File: src/rtl/rom_arbiter.sv
// rom_arbiter: round-robin sharing of one synchronous ROM between NUM_PORTS clients.
// A request accepted at an edge shows as a one-cycle o_gnt pulse together with the
// ROM address/enable; the read data returns with a one-cycle o_rvalid pulse one
// cycle later.
// Ports:
//   i_clk, i_rst_n         clock, asynchronous active-low reset
//   i_req, i_addr          per-port request and packed per-port word address
//   o_gnt                  one-hot grant pulse (registered)
//   o_rvalid, o_rdata      one-hot return pulse (registered) and shared read data
//   o_rom_addr, o_rom_en   registered ROM address and read enable
//   i_rom_data             ROM output, valid the cycle after o_rom_en
module rom_arbiter #(
  parameter int unsigned NUM_PORTS  = 4,
  parameter int unsigned ADDR_WIDTH = 8,
  parameter int unsigned DATA_WIDTH = 16
) (
  input  logic                            i_clk,
  input  logic                            i_rst_n,
  input  logic [NUM_PORTS-1:0]            i_req,
  input  logic [NUM_PORTS*ADDR_WIDTH-1:0] i_addr,
  output logic [NUM_PORTS-1:0]            o_gnt,
  output logic [NUM_PORTS-1:0]            o_rvalid,
  output logic [DATA_WIDTH-1:0]           o_rdata,
  output logic [ADDR_WIDTH-1:0]           o_rom_addr,
  output logic                            o_rom_en,
  input  logic [DATA_WIDTH-1:0]           i_rom_data
);

  localparam int unsigned PTR_W = (NUM_PORTS > 1) ? $clog2(NUM_PORTS) : 1;

  logic [PTR_W-1:0]      ptr_q, ptr_d;
  logic [NUM_PORTS-1:0]  gnt_q, gnt_d;
  logic [NUM_PORTS-1:0]  rvalid_q, rvalid_d;
  logic [ADDR_WIDTH-1:0] rom_addr_q, rom_addr_d;
  logic                  rom_en_q, rom_en_d;

  logic [ADDR_WIDTH-1:0] port_addr [NUM_PORTS];
  logic [NUM_PORTS-1:0]  cand;
  logic [PTR_W-1:0]      win_idx;
  logic                  win_found;
  int unsigned           scan;

  // Unpack the flat address bus into one word per port
  always_comb begin
    for (int unsigned p = 0; p < NUM_PORTS; p++) begin
      port_addr[p] = i_addr[p*ADDR_WIDTH +: ADDR_WIDTH];
    end
  end

  // The port already holding this cycle's grant is masked so a held request is not taken twice
  assign cand = i_req & ~gnt_q;

  // Round-robin search: start at the pointer, walk upward with wrap, first candidate wins
  always_comb begin
    win_found = 1'b0;
    win_idx   = '0;
    scan      = 0;
    for (int unsigned i = 0; i < NUM_PORTS; i++) begin
      scan = (32'(ptr_q) + i) % NUM_PORTS;
      if (!win_found && cand[PTR_W'(scan)]) begin
        win_found = 1'b1;
        win_idx   = PTR_W'(scan);
      end
    end
  end

  // Next-state: grant stage loads from the search, return stage copies the grant stage
  always_comb begin
    gnt_d      = '0;
    rom_en_d   = 1'b0;
    rom_addr_d = rom_addr_q;
    ptr_d      = ptr_q;
    rvalid_d   = gnt_q;
    if (win_found) begin
      gnt_d[win_idx] = 1'b1;
      rom_en_d       = 1'b1;
      rom_addr_d     = port_addr[win_idx];
      ptr_d          = (32'(win_idx) + 32'd1 >= NUM_PORTS) ? '0 : win_idx + PTR_W'(1);
    end
  end

  // Pipeline registers; reset drops any in-flight read
  always_ff @(posedge i_clk or negedge i_rst_n) begin
    if (!i_rst_n) begin
      ptr_q      <= '0;
      gnt_q      <= '0;
      rvalid_q   <= '0;
      rom_addr_q <= '0;
      rom_en_q   <= 1'b0;
    end else begin
      ptr_q      <= ptr_d;
      gnt_q      <= gnt_d;
      rvalid_q   <= rvalid_d;
      rom_addr_q <= rom_addr_d;
      rom_en_q   <= rom_en_d;
    end
  end

  assign o_gnt      = gnt_q;
  assign o_rvalid   = rvalid_q;
  assign o_rom_addr = rom_addr_q;
  assign o_rom_en   = rom_en_q;
  // ROM data arrives exactly in the rvalid cycle, so it is passed straight through
  assign o_rdata    = i_rom_data;

  // Simulation checks: pipeline stages stay one-hot and the enable tracks the grant
  a_gnt_onehot: assert property (@(posedge i_clk) disable iff (!i_rst_n) $onehot0(gnt_q));
  a_rvalid_onehot: assert property (@(posedge i_clk) disable iff (!i_rst_n) $onehot0(rvalid_q));
  a_en_matches_gnt: assert property (@(posedge i_clk) disable iff (!i_rst_n) rom_en_q == (|gnt_q));

  // A waiting client (request held, not yet granted) must keep its address stable
  for (genvar p = 0; p < NUM_PORTS; p++) begin : g_addr_chk
    a_addr_stable: assert property (@(posedge i_clk) disable iff (!i_rst_n)
      ($past(i_req[p]) && !$past(gnt_q[p]) && i_req[p])
        |-> $stable(i_addr[p*ADDR_WIDTH +: ADDR_WIDTH]));
  end

endmodule

File: config.mk
export PLATFORM = sky130hd
export DESIGN_NAME = rom_arbiter
export DESIGN_NICKNAME = d
export VERILOG_FILES = /design/src/rtl/rom_arbiter.sv
export SDC_FILE = /design/constraint.sdc
export NUM_CORES = 1
export LEC_CHECK = 0
export CAP_MARGIN = 30
export CORE_MARGIN = 2
export CORE_UTILIZATION = 35
export CTS_CLUSTER_DIAMETER = 150
export CTS_CLUSTER_SIZE = 8
export DETAILED_ROUTE_END_ITERATION = 12
export MAX_ROUTING_LAYER = met4
export PLACE_DENSITY = 0.81
export SLEW_MARGIN = 20
export SYNTH_ARGS = -nofsm -noshare
export SYNTH_HDL_FRONTEND = slang
export SYNTH_SLANG_ARGS = --single-unit
File: constraint.sdc
create_clock -name i_clk -period 2.7 [get_ports i_clk]
set_input_delay 0.27 -clock i_clk [delete_from_list [all_inputs] [get_ports i_clk]]
set_output_delay 0.27 -clock i_clk [all_outputs]
set_load 0.02 [all_outputs]
* Yosys cells after proc, flatten, opt, wreduce, memory -nomap -nowiden
Cells that the tools add are included.
Operators by class: equal/unequal tests 0, muxes and demuxes 24, add/sub/neg operators 5, shift-type cells 0, order comparisons 8, bitwise gates (word level) 3, multipliers 0, div/mod/pow operators 0, reductions and logical operators 7
Operator list (number):
- $bmux 8 s2 | 1
- $mux 8 | 2
- $lt 2x3->1 const B | 5
- $mux 1 | 10
- $mux 2 | 5
- $bmux 1 s2 | 4
- $ge 3x3->1 const B | 2
- $add 2x1->2 const B | 2
- $add 2x2->2 const B | 2
- $and 4x4->4 | 1
- $logic_and 1x1->1 | 4
- $mux 4 | 1
- $not 4->4 | 1
- $add 2x1->3 const B | 1
- $logic_not 1->1 | 3
- $not 2->3 | 1
- $demux 1 s2 | 1
- $ge 2x1->1 const B | 1
Word-level totals: bits in read-only memories 0, memories kept 0, output and inout bits 33, logic and storage cells 52, memory bits (writable) 0, register bits after elaboration 19, bits in latches 0

* Depth between registers and ports, before layout
Gate-level depths: netlist of run 1.
depth after elaboration 19, gate-level depth with buffers 8

* Worst setup path before layout of run 1
Ideal clock, no wire load.
path type flip-flop to flip-flop, from register gnt_q[2], in the netlist o_gnt[2], to register ptr_q[1], data arrival time 1.916 ns, library setup time 0.125 ns, required time 2.575 ns, buffers on the path 1, path slack 0.660 ns, cell stages (with the launch flop) 9, cells stage by stage dfrtp_1 and2b_2 nand2_2 o221ai_1 o211ai_2 inv_2 buf_4 ha_1 mux2_2
Between the ends: cells in the longest elaborated chain, start to end 17, elaborated cells on any way between the ends 28
RTL lines:
- start: declaration | line 32 | logic [NUM_PORTS-1:0] gnt_q, gnt_d;
- start signal: assignment | line 92 | gnt_q <= gnt_d;
- $not 4->4 * | line 51 | assign cand = i_req & ~gnt_q;
- $and 4x4->4 * | line 51
- $bmux 1 s2 | line 60 | if (!win_found && cand[PTR_W'(scan)]) begin
- $mux 1 (not written as such) | line 60
- $mux 1 | line 60
- $logic_not 1->1 | line 60
- $logic_and 1x1->1 | line 60
- $mux 1 | line 60
- $logic_not 1->1 | line 60
- $logic_and 1x1->1 | line 60
- $mux 1 | line 60
- $logic_not 1->1 | line 60
- $logic_and 1x1->1 | line 60
- $mux 2 | line 60
- $add 2x1->3 | line 78 | ptr_d = (32'(win_idx) + 32'd1 >= NUM_PORTS) ? '0 : win_idx + PTR_W'(1);
- $ge 3x3->1 | line 78
- $mux 2 | line 78
- end signal: assignment | line 91 | ptr_q <= ptr_d;
- end: declaration | line 31 | logic [PTR_W-1:0] ptr_q, ptr_d;
Mark *: on every way between the ends. The rest lies on a longest branch, timed or not. The select of a mux whose other input is x is not followed. A chain may end at the register's enable or synchronous reset.

* Final worst setup path of run 1
Ends and elaborated chain as after synthesis.

==> results of run 1 <==
registers in the layout, indices dropped and copies added (netlist names):
name        flops
o_gnt           4
o_rom_addr      8
o_rom_en        1
o_rvalid        4
ptr_q           2
layout by cell type (no fill, tap or decap), types with 2 or more instances in the layout:
cell / Yosys / layout
inv_1: 3 / 3
o211ai_1: 9 / 9
mux2i_1: 8 / 8
nand2_1: 13 / 13
o21ai_0: 9 / 9
o22a_1: 8 / 8
dfrtp_1: 19 / 19
clkdlybuf4s50_1: 0 / 54
nand2b_1: 2 / 2
nand4_1: 9 / 9
a21oi_1: 9 / 9
nor2_1: 6 / 6
clkbuf_4: 0 / 3
cell families after synthesis:
group,count (synthesis),synth area share
multiplexers,9,0.0726
AO/OA/AOI/OAI,40,0.230
AND/OR/NAND/NOR,39,0.167
adder cells (fa/ha/maj),1,0.00994
flip-flops,19,0.378
buffers and inverters,26,0.143
where the power goes:
part	internal, uW	switching (uW)	leakage, uW
clock	55.3	92.0	0.0000177
combinational	536	597	0.000454
sequential	415	95.3	0.000232
critical path, delay by kind of cell (launching register included):
family	cells	cell delay, ns
AO/OA/AOI/OAI	2	0.47
flip-flops	1	0.43
AND/OR/NAND/NOR	2	0.40
adder cells (fa/ha/maj)	1	0.26
multiplexers	1	0.26
buffers and inverters	1	0.24
metal layers:
metal  GRT usage  part of all wire  vias to the layer above
met5           -                 0                        -
li1            -                 -                      550
met2       0.253              0.50                       53
met3      0.0335             0.071                       11
met4       0.101             0.024                        0
met1       0.182              0.41                      547
stage by stage:
| stage | hold WS [ns] | total power (uW) | cell area [sq um] | setup slack (ns) | util |
|---|---|---|---|---|---|
| 2_1_floorplan | -0.0256 | 1290 | 1260 | 0.660 | - |
| 3_3_place_gp | 0.377 | 1610 | 1700 | 0.364 | 0.501 |
| 3_5_place_dp | 0.375 | 1650 | 1700 | 0.276 | 0.501 |
| 4_1_cts | 0.401 | 1800 | 1730 | 0.538 | 0.509 |
| 5_1_grt | 0.179 | 1910 | 1740 | 0.380 | 0.514 |
| 6_report | 0.174 | 1790 | 1740 | 0.533 | 0.514 |
worst max path at each step:
stage                     slack [ns]     start  cells after the start       end
after detailed placement        0.28  i_req[2]                      8  ptr_q[1]
after global routing            0.38  o_gnt[2]                      7  ptr_q[1]
after floorplan                 0.66  o_gnt[2]                      8  ptr_q[1]
final                           0.53  o_gnt[2]                      7  ptr_q[1]
after CTS                       0.54  o_gnt[2]                      7  ptr_q[1]
after global placement          0.36  i_req[2]                      8  ptr_q[1]
layout make-up:
class | instances | area, sq um
inverter | 4 | 15.0
multi-input combinational | 89 | 603
tap | 46 | 57.6
clock inverter | 1 | 5.00
timing repair buffer | 56 | 563
sequential | 19 | 475
fill | 302 | 1650
clock buffer | 3 | 22.5
==> impl_metrics.env, run 1 <==
export IMPL_wirelength_microns=3230
export IMPL_cts_max_level=1
export IMPL_hp_class="in -> async"
export IMPL_synth_most_common_cell="dfrtp_1"
export IMPL_cts_tree="yes"
export IMPL_drc=0
export IMPL_outcome="finished, final reports clean"
export IMPL_rsz0062_at_grt="no"
export IMPL_synth_area_leaders="dfrtp_1 (38%), buf_4 (11%), mux2i_1 (6.4%)"
export IMPL_grt_pass1_wl_microns=4930
export IMPL_synth_common_cells="dfrtp_1 (19), buf_4 (18), nand2_1 (13)"
export IMPL_stdcell_count=218
export IMPL_place_inst=213
export IMPL_reg2reg_to="ptr_q[1]"
export IMPL_place_gp_congestion=0.772
export IMPL_finalSetupTns_ns=0
export IMPL_start_util=0.371
export IMPL_synth_top_area_cell="dfrtp_1"
export IMPL_power_density_nw_per_um2=1030
export IMPL_first_pass_iters=5
export IMPL_skew_ns=0.00189
export IMPL_synth_edf_count=0
export IMPL_ant_nets=0
export IMPL_setup_viol=0
export IMPL_viasPerCell=5.33
export IMPL_cp_arrival_ns=2.37
export IMPL_cp_start_kind="register"
export IMPL_antenna_cells=0
export IMPL_ys_ff_latch=19
export IMPL_hold_viol_final=0
export IMPL_drive_gt1_frac=0.0872
export IMPL_syn_inst=134
export IMPL_cts_root_buf="clkbuf_4"
export IMPL_ir_drop_v=0.000419
export IMPL_cts_buffer_depth=2
export IMPL_path_cells="and2b_2, nand2_2, o221ai_1, o211ai_2, inv_2, ha_1, mux2_2"
export IMPL_async_reset_ff_frac=1.00
export IMPL_leakagePower_uw=0.000703
export IMPL_worst_r2r_setup_slack_ns=0.53
export IMPL_synthesis_area_sq_um=1260
export IMPL_cap_violations=0
export IMPL_clk_latency_ns=0.30
export IMPL_core_area_sq_um=3390
export IMPL_drtIter0Drc=16
export IMPL_num_vias=1161
export IMPL_dieArea_sq_um=4090
export IMPL_fp_dieW_microns=64.0
export IMPL_dp_hpwl_microns=2410
export IMPL_ys_warnings_count=0
export IMPL_cts_made_buffers=3
export IMPL_antenna_found_initial=0
export IMPL_cts_resized=0
export IMPL_ctsHoldBuffers=0
export IMPL_slew_violations=0
export IMPL_postCtsSetupBuffers=0
export IMPL_relSlewSlack=0.528
export IMPL_yosysTopAreaCellShare=0.378
export IMPL_rr_worst_depth=7
export IMPL_worstMarginPinSlew_ns=0.709
export IMPL_die_h_microns=64.0
export IMPL_cts_sinks=19
export IMPL_clk_pin_slew_ns=0.11
export IMPL_fin_nets=228
export IMPL_grt_pass1_vias=1111
export IMPL_critical_path_max_fanout=11
export IMPL_std_cell_rows=21
export IMPL_endpoint_kind="register"
export IMPL_synth_cell_types=31
export IMPL_finalCritPeriodShare=0.803
export IMPL_layout_min_cycle_time_ns=2.17
export IMPL_r2r_start="o_gnt[2]"
export IMPL_io_buffers=54
export IMPL_pin_count=87
export IMPL_track_usage=0.159
export IMPL_detail_route_wl_per_cell_microns=14.8
export IMPL_cp_slowest_cell="dfrtp_1"
export IMPL_slowest_delay_ns=0.43
export IMPL_seq_area_frac_synth=0.378
export IMPL_ys_flop_type="dfrtp_1"
export IMPL_crit_type="reg -> reg"
export IMPL_syn_num_nets=189
export IMPL_synthToLayoutAreaGrowth_pct=38.4
export IMPL_overflow=0
export IMPL_grt_max_degree=22
export IMPL_synth_area_per_cell_sq_um=9.39
export IMPL_fmax_mhz=462
export IMPL_required_ns=2.90
(Power assumes the default switching activity.)
==> run 2, diff against run 1 <==
==> constraint.sdc (replaced) <==
create_clock -name i_clk -period 2.1 [get_ports i_clk]
set_input_delay 0.21 -clock i_clk [delete_from_list [all_inputs] [get_ports i_clk]]
set_output_delay 0.21 -clock i_clk [all_outputs]
set_load 0.02 [all_outputs]
==> run 2 against run 1 <==
  * Die area is the same
  * Routed wire length increased by 5.0%
  * Cell count rose by 2.8%
  * Critical endpoint is now o_rom_addr[4]
  * Largest power group unchanged
==> impl_metrics.env, run 2 (same netlist as run 1, synthesis figures left out) <==
export IMPL_swShare=0.434
export IMPL_worstMarginPinSlew_ns=0.604
export IMPL_cp_start_kind="register"
export IMPL_track_usage=0.170
export IMPL_cts_buffer_depth=2
export IMPL_drtIter0Drc=35
export IMPL_antenna_found_initial=0
export IMPL_rsz0062_at_grt="no"
export IMPL_wirelength_microns=3390
export IMPL_dp_hpwl_microns=2570
export IMPL_intPower_uw=1360
export IMPL_outcome="finished, final reports clean"
export IMPL_fmax_mhz=528
export IMPL_layout_min_cycle_time_ns=1.90
export IMPL_dieArea_sq_um=4090
export IMPL_cts_root_buf="clkbuf_4"
export IMPL_ant_nets=0
export IMPL_largest_reg_flops=8
export IMPL_pwr_share_comb=0.647
export IMPL_postCtsSetupBuffers=0
export IMPL_cp_slowest_cell="a21oi_1"
export IMPL_clk_pin_slew_ns=0.11
export IMPL_stdcell_area_sq_um=1780
export IMPL_critical_path_max_fanout=8
export IMPL_fin_nets=234
export IMPL_endpoint_kind="register"
export IMPL_relSlewSlack=0.595
export IMPL_pwr_share_seq=0.277
export IMPL_setup_viol=0
export IMPL_whs_ns=0.238
export IMPL_leakagePower_uw=0.000725
export IMPL_num_vias=1180
export IMPL_grt_pass1_vias=1166
export IMPL_finalSetupTns_ns=0
export IMPL_pin_count=87
export IMPL_final_common_cell="clkdlybuf4s50_1"
export IMPL_hold_viol_final=0
export IMPL_antenna_cells=0
export IMPL_place_area_sq_um=1750
export IMPL_power_density_nw_per_um2=1350
export IMPL_power_switching_uw=1040
export IMPL_slew_violations=0
export IMPL_viasPerCell=5.27
export IMPL_finalCritPeriodShare=0.903
export IMPL_cp_arrival_ns=2.14
export IMPL_detail_route_wl_per_cell_microns=15.1
export IMPL_first_pass_iters=4
export IMPL_crit_type="reg -> reg"
export IMPL_clk_latency_ns=0.29
export IMPL_slowest_delay_ns=0.50
export IMPL_ir_drop_v=0.000534
export IMPL_place_gp_congestion=0.830
export IMPL_required_ns=2.34
export IMPL_mostFrequentLayoutCells="clkdlybuf4s50_1 (54), dfrtp_1 (19), nand2_1 (13)"
export IMPL_pwr_share_clk=0.077
export IMPL_drive_gt1_frac=0.112
export IMPL_cts_sinks=19
export IMPL_core_area_sq_um=3390
export IMPL_synthToLayoutAreaGrowth_pct=41.3
export IMPL_cts_tree="yes"
export IMPL_path_common_cell="a21oi_1"
export IMPL_die_h_microns=64.0
export IMPL_hp_class="in -> async"
export IMPL_grt_max_degree=20
export IMPL_cap_violations=0
export IMPL_cts_max_level=1
export IMPL_overflow=0
export IMPL_fp_dieW_microns=64.0
export IMPL_ctsHoldBuffers=0
export IMPL_path_cells="and2b_2, nand2_2, a21oi_1, o21ai_0, a21oi_1, o22a_1"
export IMPL_grt_pass1_wl_microns=5320
export IMPL_drc=0
export IMPL_skew_ns=0.00614
export IMPL_cts_resized=0
export IMPL_std_cell_rows=21
export IMPL_io_buffers=54
export IMPL_start_util=0.371
export IMPL_cts_made_buffers=3
run 2: stage by stage:
stage / util / instances / power (uW) / setup WS, ns
after detailed placement: 0.517 / 220 / 2220 / 0.0309
after global routing: 0.525 / 224 / 2560 / 0.0478
after floorplan: - / 134 / 1660 / 0.0597
final: 0.525 / 224 / 2400 / 0.204
after global placement: 0.517 / 220 / 2150 / 0.0930
after CTS: 0.525 / 224 / 2420 / 0.206
run 2: final cells by class:
| class | instances | area (sq um) |
|---|---|---|
| clock buffers | 4 | 26.3 |
| fillers | 311 | 1610 |
| inverters | 4 | 15.0 |
| multi-input cells | 89 | 603 |
| flip-flops and latches | 19 | 475 |
| well taps | 46 | 57.6 |
| repair buffers | 62 | 601 |
run 2: worst max-delay path, delay by kind of cell (launching register included):
family / cells / cell delay, ns
compound gates: 4 / 1.00
flops: 1 / 0.43
simple gates: 2 / 0.41
run 2: path summary, 6_finish.rpt:
path	startpoint	end	slack, ns	cells after the start
hold reg to reg	o_gnt[3]	o_rvalid[3]	0.40	0
setup / recovery	o_gnt[2]	o_rom_addr[4]	0.20	6
max in group asynchronous	i_rst_n	o_rom_addr[7]	1.66	2
hold / removal	i_rst_n	o_rom_addr[3]	0.24	2
min in group i_clk	o_gnt[3]	o_rvalid[3]	0.40	0
setup reg to reg	o_gnt[2]	o_rom_addr[4]	0.20	6
run 2: per-layer routing:
layer,routed length (microns),track usage,up-vias,part of all wire
li1,-,-,566,-
met1,1420,0.195,564,0.42
met2,1750,0.289,46,0.52
met3,197,0.0282,4,0.058
met4,24,0.0761,0,0.0071
met5,0,-,-,0
run 2: power by group through the flow:
stage | clock network, uW | registers, uW | logic, uW
3_3_place_gp | 0 | 660 | 1490
5_1_grt | 209 | 685 | 1660
6_report | 183 | 664 | 1550
4_1_cts | 195 | 663 | 1560
2_1_floorplan | 0 | 807 | 855
3_5_place_dp | 0 | 669 | 1550
